==> src/rtl/me_stage_unit_if.sv <==
// Pipeline handshake bundle around the ME stage: EX->ME request, ME->WB result,
// and the allow-in back-pressure on each side.
interface me_stage_unit_if #(
   parameter int unsigned EX_ME_W = 76,
   parameter int unsigned ME_WB_W = 70
);
   logic               EX_to_ME_Valid;
   logic [EX_ME_W-1:0] EX_to_ME_Bus;
   logic               ME_Allow_in;
   logic               WB_Allow_in;
   logic               ME_to_WB_Valid;
   logic [ME_WB_W-1:0] ME_to_WB_Bus;

   // master: the neighbouring EX/WB stages
   modport master (
      output EX_to_ME_Valid, EX_to_ME_Bus, WB_Allow_in,
      input  ME_Allow_in, ME_to_WB_Valid, ME_to_WB_Bus
   );

   // slave: the ME stage itself
   modport slave (
      input  EX_to_ME_Valid, EX_to_ME_Bus, WB_Allow_in,
      output ME_Allow_in, ME_to_WB_Valid, ME_to_WB_Bus
   );
endinterface

==> src/rtl/me_stage_unit.sv <==
// ME stage: latches the EX bus, aligns/extends load data from the data SRAM and
// hands the result to WB; holds the SRAM read data across WB stalls.
module me_stage_unit (
   input  logic                 clk,
   input  logic                 reset,
   me_stage_unit_if.slave       pipe,
   input  logic [31:0]          data_sram_rdata,
   output logic [4:0]           ME_dest,
   output logic [31:0]          ME_Forward_Res,
   output logic                 ME_to_ID_Ld_op
);

   localparam int unsigned DATA_W = 32;
   localparam int unsigned REG_W  = 5;

   typedef struct packed {
      logic              ld_sgn;
      logic              ld_b;
      logic              ld_h;
      logic [1:0]        off;
      logic [DATA_W-1:0] pc;
      logic [DATA_W-1:0] alu_result;
      logic              res_from_mem;
      logic              gr_we;
      logic [REG_W-1:0]  dest;
   } ex_me_bus_t;

   typedef struct packed {
      logic [DATA_W-1:0] pc;
      logic [DATA_W-1:0] final_result;
      logic              gr_we;
      logic [REG_W-1:0]  dest;
   } me_wb_bus_t;

   logic              me_valid_q,   me_valid_d;
   ex_me_bus_t        bus_q,        bus_d;
   logic              fresh_q,      fresh_d;
   logic              hold_vld_q,   hold_vld_d;
   logic [DATA_W-1:0] rdata_hold_q, rdata_hold_d;

   ex_me_bus_t        ex_bus_c;
   logic              allow_in_c;
   logic              latch_c;
   logic [DATA_W-1:0] mem_data_c;
   logic [7:0]        byte_c;
   logic [15:0]       half_c;
   logic [DATA_W-1:0] load_c;
   logic [DATA_W-1:0] final_c;
   me_wb_bus_t        wb_bus_c;

   // Handshake: the stage always completes in one cycle, so only WB can stall it
   always_comb begin
      ex_bus_c   = pipe.EX_to_ME_Bus;
      allow_in_c = !me_valid_q || pipe.WB_Allow_in;
      latch_c    = allow_in_c && pipe.EX_to_ME_Valid;
   end

   // Next-state: the SRAM answers only in the cycle after issue, so grab it then if WB stalls
   always_comb begin
      me_valid_d   = me_valid_q;
      bus_d        = bus_q;
      fresh_d      = 1'b0;
      hold_vld_d   = hold_vld_q;
      rdata_hold_d = rdata_hold_q;

      if (allow_in_c) begin
         me_valid_d = pipe.EX_to_ME_Valid;
      end

      if (latch_c) begin
         bus_d      = ex_bus_c;
         fresh_d    = 1'b1;
         hold_vld_d = 1'b0;
      end else if (fresh_q && me_valid_q && !pipe.WB_Allow_in) begin
         hold_vld_d   = 1'b1;
         rdata_hold_d = data_sram_rdata;
      end
   end

   always_ff @(posedge clk) begin
      if (reset) begin
         me_valid_q   <= 1'b0;
         bus_q        <= '0;
         fresh_q      <= 1'b0;
         hold_vld_q   <= 1'b0;
         rdata_hold_q <= '0;
      end else begin
         me_valid_q   <= me_valid_d;
         bus_q        <= bus_d;
         fresh_q      <= fresh_d;
         hold_vld_q   <= hold_vld_d;
         rdata_hold_q <= rdata_hold_d;
      end
   end

   // Load alignment; byte wins over half, half ignores off[0]
   always_comb begin
      mem_data_c = hold_vld_q ? rdata_hold_q : data_sram_rdata;

      unique case (bus_q.off)
         2'd0:    byte_c = mem_data_c[7:0];
         2'd1:    byte_c = mem_data_c[15:8];
         2'd2:    byte_c = mem_data_c[23:16];
         default: byte_c = mem_data_c[31:24];
      endcase

      half_c = bus_q.off[1] ? mem_data_c[31:16] : mem_data_c[15:0];

      if (bus_q.ld_b) begin
         load_c = {{(DATA_W-8){bus_q.ld_sgn & byte_c[7]}}, byte_c};
      end else if (bus_q.ld_h) begin
         load_c = {{(DATA_W-16){bus_q.ld_sgn & half_c[15]}}, half_c};
      end else begin
         load_c = mem_data_c;
      end

      final_c = bus_q.res_from_mem ? load_c : bus_q.alu_result;
   end

   always_comb begin
      wb_bus_c.pc           = bus_q.pc;
      wb_bus_c.final_result = final_c;
      wb_bus_c.gr_we        = bus_q.gr_we;
      wb_bus_c.dest         = bus_q.dest;
   end

   assign pipe.ME_Allow_in    = allow_in_c;
   assign pipe.ME_to_WB_Valid = me_valid_q;
   assign pipe.ME_to_WB_Bus   = wb_bus_c;

   assign ME_dest        = bus_q.dest & {REG_W{me_valid_q}} & {REG_W{bus_q.gr_we}};
   assign ME_Forward_Res = final_c;
   assign ME_to_ID_Ld_op = me_valid_q & bus_q.res_from_mem;

endmodule

==> src/flat_wrapper.sv <==
// flat-port wrapper written by rule: the top's interface ports become plain ports
module me_stage_unit_flat 
  (clk, reset, data_sram_rdata, ME_dest, ME_Forward_Res, ME_to_ID_Ld_op, pipe_EX_to_ME_Valid, pipe_EX_to_ME_Bus, pipe_WB_Allow_in, pipe_ME_Allow_in, pipe_ME_to_WB_Valid, pipe_ME_to_WB_Bus);
  me_stage_unit_if pipe_i ();
  input  logic clk;
  input  logic reset;
  input  logic [31:0] data_sram_rdata;
  output logic [4:0] ME_dest;
  output logic [31:0] ME_Forward_Res;
  output logic ME_to_ID_Ld_op;
  input wire logic [$bits(pipe_i.EX_to_ME_Valid)-1:0] pipe_EX_to_ME_Valid;
  input wire logic [$bits(pipe_i.EX_to_ME_Bus)-1:0] pipe_EX_to_ME_Bus;
  input wire logic [$bits(pipe_i.WB_Allow_in)-1:0] pipe_WB_Allow_in;
  output wire logic [$bits(pipe_i.ME_Allow_in)-1:0] pipe_ME_Allow_in;
  output wire logic [$bits(pipe_i.ME_to_WB_Valid)-1:0] pipe_ME_to_WB_Valid;
  output wire logic [$bits(pipe_i.ME_to_WB_Bus)-1:0] pipe_ME_to_WB_Bus;
  assign pipe_i.EX_to_ME_Valid = pipe_EX_to_ME_Valid;
  assign pipe_i.EX_to_ME_Bus = pipe_EX_to_ME_Bus;
  assign pipe_i.WB_Allow_in = pipe_WB_Allow_in;
  assign pipe_ME_Allow_in = pipe_i.ME_Allow_in;
  assign pipe_ME_to_WB_Valid = pipe_i.ME_to_WB_Valid;
  assign pipe_ME_to_WB_Bus = pipe_i.ME_to_WB_Bus;
  me_stage_unit u_core (.clk(clk), .reset(reset), .pipe(pipe_i), .data_sram_rdata(data_sram_rdata), .ME_dest(ME_dest), .ME_Forward_Res(ME_Forward_Res), .ME_to_ID_Ld_op(ME_to_ID_Ld_op));
endmodule
==> config.mk <==
export PLATFORM = sky130hd
export DESIGN_NAME = me_stage_unit_flat
export DESIGN_NICKNAME = d
export VERILOG_FILES = /design/src/rtl/me_stage_unit_if.sv /design/src/rtl/me_stage_unit.sv /design/src/flat_wrapper.sv
export SDC_FILE = /design/constraint.sdc
export NUM_CORES = 1
export LEC_CHECK = 0
export CORE_MARGIN = 2
export CORE_UTILIZATION = 30
export DETAILED_ROUTE_END_ITERATION = 8
export PLACE_DENSITY_LB_ADDON = 0.08
export SLEW_MARGIN = 20
export SYNTH_ARGS = -nofsm -noshare
export SYNTH_HDL_FRONTEND = slang
export SYNTH_SLANG_ARGS = --single-unit
export TNS_END_PERCENT = 30
==> constraint.sdc <==
create_clock -name clk -period 2.8 [get_ports clk]
set_input_delay 0.56 -clock clk [delete_from_list [all_inputs] [get_ports clk]]
set_output_delay 0.56 -clock clk [all_outputs]
set_load 0.01 [all_outputs]
==> impl_metrics.csv <==
group,metric,value,unit
outcome,status,"complete, but fails checks",
outcome,violations,"setup timing",
sta,rsz0062_at_grt,"yes",
power,peakVddDrop,0.304,mV
clock_network,cts-root-buf,"clkbuf_16",
worst_setup_path,critPathRequiredTime,2.24,ns
power,pwr-share-seq,43.1,%
grt,grt_pass1_vias,4734,
synth,ys_warn_count,0,
synth,synth-xor-area-share,0,%
grt,antenna_found_initial,0,
floorplan,die_area,18900,µm²
route,detailroute.via_count,4812,
grt,grt.met3_usage,5.33,%
power,p_comb_share,20.6,%
worst_setup_path,path_delay_family,"multiplexers",
worst_setup_path,max_stage_delay,0.52,ns
synth,synth_compound_area_share,22.4,%
sta,relSlewSlack,64.3,%
placed_design,hpwlAfterDp,12.9,mm
sta,max_freq,352,MHz
synth,synth_mux_area_share,12.2,%
worst_setup_path,cp.arrival,2.28,ns
sta,maxSlewViolCount,0,
clock_network,clock_path_buffers,2,
floorplan,die_w,138,µm
synth,syn-num-nets,678,
grt,grt_max_degree,60,
power,p_int,2.94,mW
synth,synthAdderAreaFrac,0,%
synth,ys_seq_area_share,41.5,%
synth,synth_simple_gate_area_share,9.83,%
clock_network,cts.sinks,111,
grt,busiest_layer,"met2",
worst_setup_path,worstSetupPathType,"reg -> out",
sta,finalCritPeriodShare,102,%
floorplan,ios,222,
route,drtIter0Drc,240,
clock_network,hold_buffers,0,
sta,final_hold_viol_count,0,
route,first_pass_iters,4,
sta,finalSetupViolations,41,
flow_run,drv_cap,0,
synth,synth.cell_area,5360,µm²
finish,syn_to_final_growth,46.3,%
clock_network,clkTransAtPathRegs,0.07,ns
floorplan,start_util,30.9,%
finish,drive_gt1_share,23.4,%
worst_setup_path,cp_slowest_cell,"mux4_2",
grt,grt_overflow,0,
sta,fin_skew,0.00831,ns
grt,grt_pass1_wl,26.7,mm
route,drc,0,
clock_network,cts_tree,"done",
synth,synth_seq_cells,111,
power,powerDensity,505,nW/µm²
sta,layout_min_cycle_time,2.84,ns
route,wl_per_cell,18.3,µm
floorplan,fp.dieH,138,µm
placed_design,dpl.cell_count,937,
clock_network,cts_buffers,9,
worst_setup_path,cp_num_buf_inv,1,
clock_network,clk_latency,0.36,ns
route,drtAntennaViolNets,0,
worst_setup_path,worstPathMaxFanout,7,
power,switching_share,25.8,%
clock_network,htreeDepth,3,
synth,synth_top_family_by_area,"compound AO/OA/AOI/OAI gates",
sta,setup_ws,-0.0427,ns
floorplan,core_area,17400,µm²
worst_setup_path,path_cells,"mux2_4 -> mux4_2 -> and2_4 -> a221o_1 -> buf_2",
worst_setup_path,end_kind,"output pin",
placed_design,portBuffers,221,
route,wl,17.5,mm
synth,syn_inst,566,
finish,instances_no_fill,959,
floorplan,rows,48,
worst_setup_path,worstSetupStartpointType,"flip-flop",
synth,synth_cell_types,32,
power,p_switching,1.02,mW
grt,grt_usage,18.5,%
power,power_leakage,3.15,nW
grt,met1_usage,23.5,%
placed_design,gp_congestion,0.819,
sta,whs,0.455,ns
power,clkPwrFrac,36.2,%
sta,worst_slew_pin_slew,0.530,ns
finish,antenna-diode-count,0,
finish,postLayoutCoreUtil,45.2,%
route,drt-vias-per-instance,5.02,
finish,fin_nets,841,
hold_path,hold_class,"reg -> reg",
placed_design,pre_cts_slack,-0.633,ns
grt,grt.met2_usage,29.7,%
synth,synth.avg_cell_area,9.47,µm²
[cell usage after synthesis, drive strengths merged]
cell type	n	area, µm²
dfxtp	111	2220
nand2	93	349
buf	83	616
a22o	76	666
clkbuf	35	131
a21oi	34	170
mux2i	24	240
mux2	18	210
a22oi	16	120
nor2	11	41.3
mux4	9	203
nand3	8	40.0
a211oi	7	52.6
a221o	7	70.1
and3	7	43.8
o21ai	7	35.0
o221ai	7	61.3
and2	4	27.5
nor2b	2	12.5
clkinv	1	3.75
inv	1	3.75
nand3b	1	7.51
nor3	1	5.00
o21a	1	7.51
o2bb2a	1	10.0
o311ai	1	8.76
[metal layers]
layer | vias up | wire (µm)
li1 | 2303 | -
met1 | 2288 | 7400
met2 | 199 | 8180
met3 | 22 | 1460
met4 | 0 | 473
met5 | - | 0
[power groups by stage]
stage	combinational [mW]	clock [mW]	sequential, mW
2_1_floorplan	0.433	0	1.72
3_3_place_gp	0.853	0	1.74
3_5_place_dp	0.857	0	1.74
4_1_cts	0.797	1.48	1.71
5_1_grt	0.884	1.53	1.72
6_report	0.817	1.43	1.71
[repair_timing]
action,4_1_cts,5_1_grt
resized for setup,257,25
hold endpoints to repair,0,0
pin swaps,3,1
endpoints found under the setup margin,64,52
gates cloned,1,0
setup buffers,4,1
[tightest hold or removal path, stage by stage, from the launching register on]
cell	delay [ns]
dfxtp_1	0.31
nand2_1	0.05
a21oi_1	0.05
[path summary, 6_finish.rpt]
check                           depth (start not counted)                       start  slack (ns)                      end
worst max-delay path                                    5           u_core.hold_vld_q       -0.04       ME_Forward_Res[11]
worst min-delay path                                    2     u_core.rdata_hold_q[16]        0.45  u_core.rdata_hold_q[16]
worst max register to register                          6  u_core.pipe.ME_to_WB_Valid        1.15         u_core.bus_q[20]
worst min register to register                          2     u_core.rdata_hold_q[16]        0.45  u_core.rdata_hold_q[16]
[through the flow]
step	cell area, µm²	power (mW)	TNS (ns)
CTS	7710	3.98	-2.27
global placement	7470	2.59	-29.03
detailed placement	7470	2.60	-31.01
floorplan	5360	2.16	0
global route	7840	4.14	-3.75
finish	7840	3.96	-0.732
[cell usage in the layout (no fill, tap or decap), drive strengths merged]
| cell type | instances |
|---|---|
| clkdlybuf4s50 | 152 |
| dfxtp | 111 |
| buf | 99 |
| nand2 | 93 |
| a22o | 76 |
| a21oi | 34 |
| mux2i | 24 |
| dlygate4sd2 | 19 |
| mux2 | 18 |
| a22oi | 16 |
| clkbuf | 11 |
| nor2 | 11 |
| mux4 | 9 |
| nand3 | 8 |
| and3 | 7 |
| o21ai | 7 |
| a221o | 7 |
| o221ai | 7 |
| a211oi | 7 |
| and2 | 4 |
| inv | 3 |
| nor2b | 2 |
| bufinv | 2 |
| clkinv | 1 |
| nor3 | 1 |
| o2bb2a | 1 |
| o311ai | 1 |
| nand3b | 1 |
| o21a | 1 |
| clkinvlp | 1 |
[state kept, by name (all words and copies together), names as in the netlist]
register and cells:
u_core.fresh_q 1, u_core.rdata_hold_q 32, u_core.bus_q 38, u_core.pipe.ME_to_WB_Valid 1, u_core.hold_vld_q 1, u_core.pipe.ME_to_WB_Bus 38
[cells by family after synthesis]
| family | Yosys count |
|---|---|
| flip-flops | 111 |
| AND/OR/NAND/NOR | 127 |
| multiplexers | 51 |
| buffers and inverters | 120 |
| AO/OA/AOI/OAI | 157 |
[layout make-up]
cell class | count | area, µm²
clock inverter | 5 | 87.6
clock buffer | 11 | 243
sequential | 111 | 2230
tap | 225 | 282
fill | 1684 | 9520
timing repair buffer | 270 | 2440
multi-input combinational | 335 | 2550
inverter | 2 | 7.51
(Power assumes the default switching activity.)
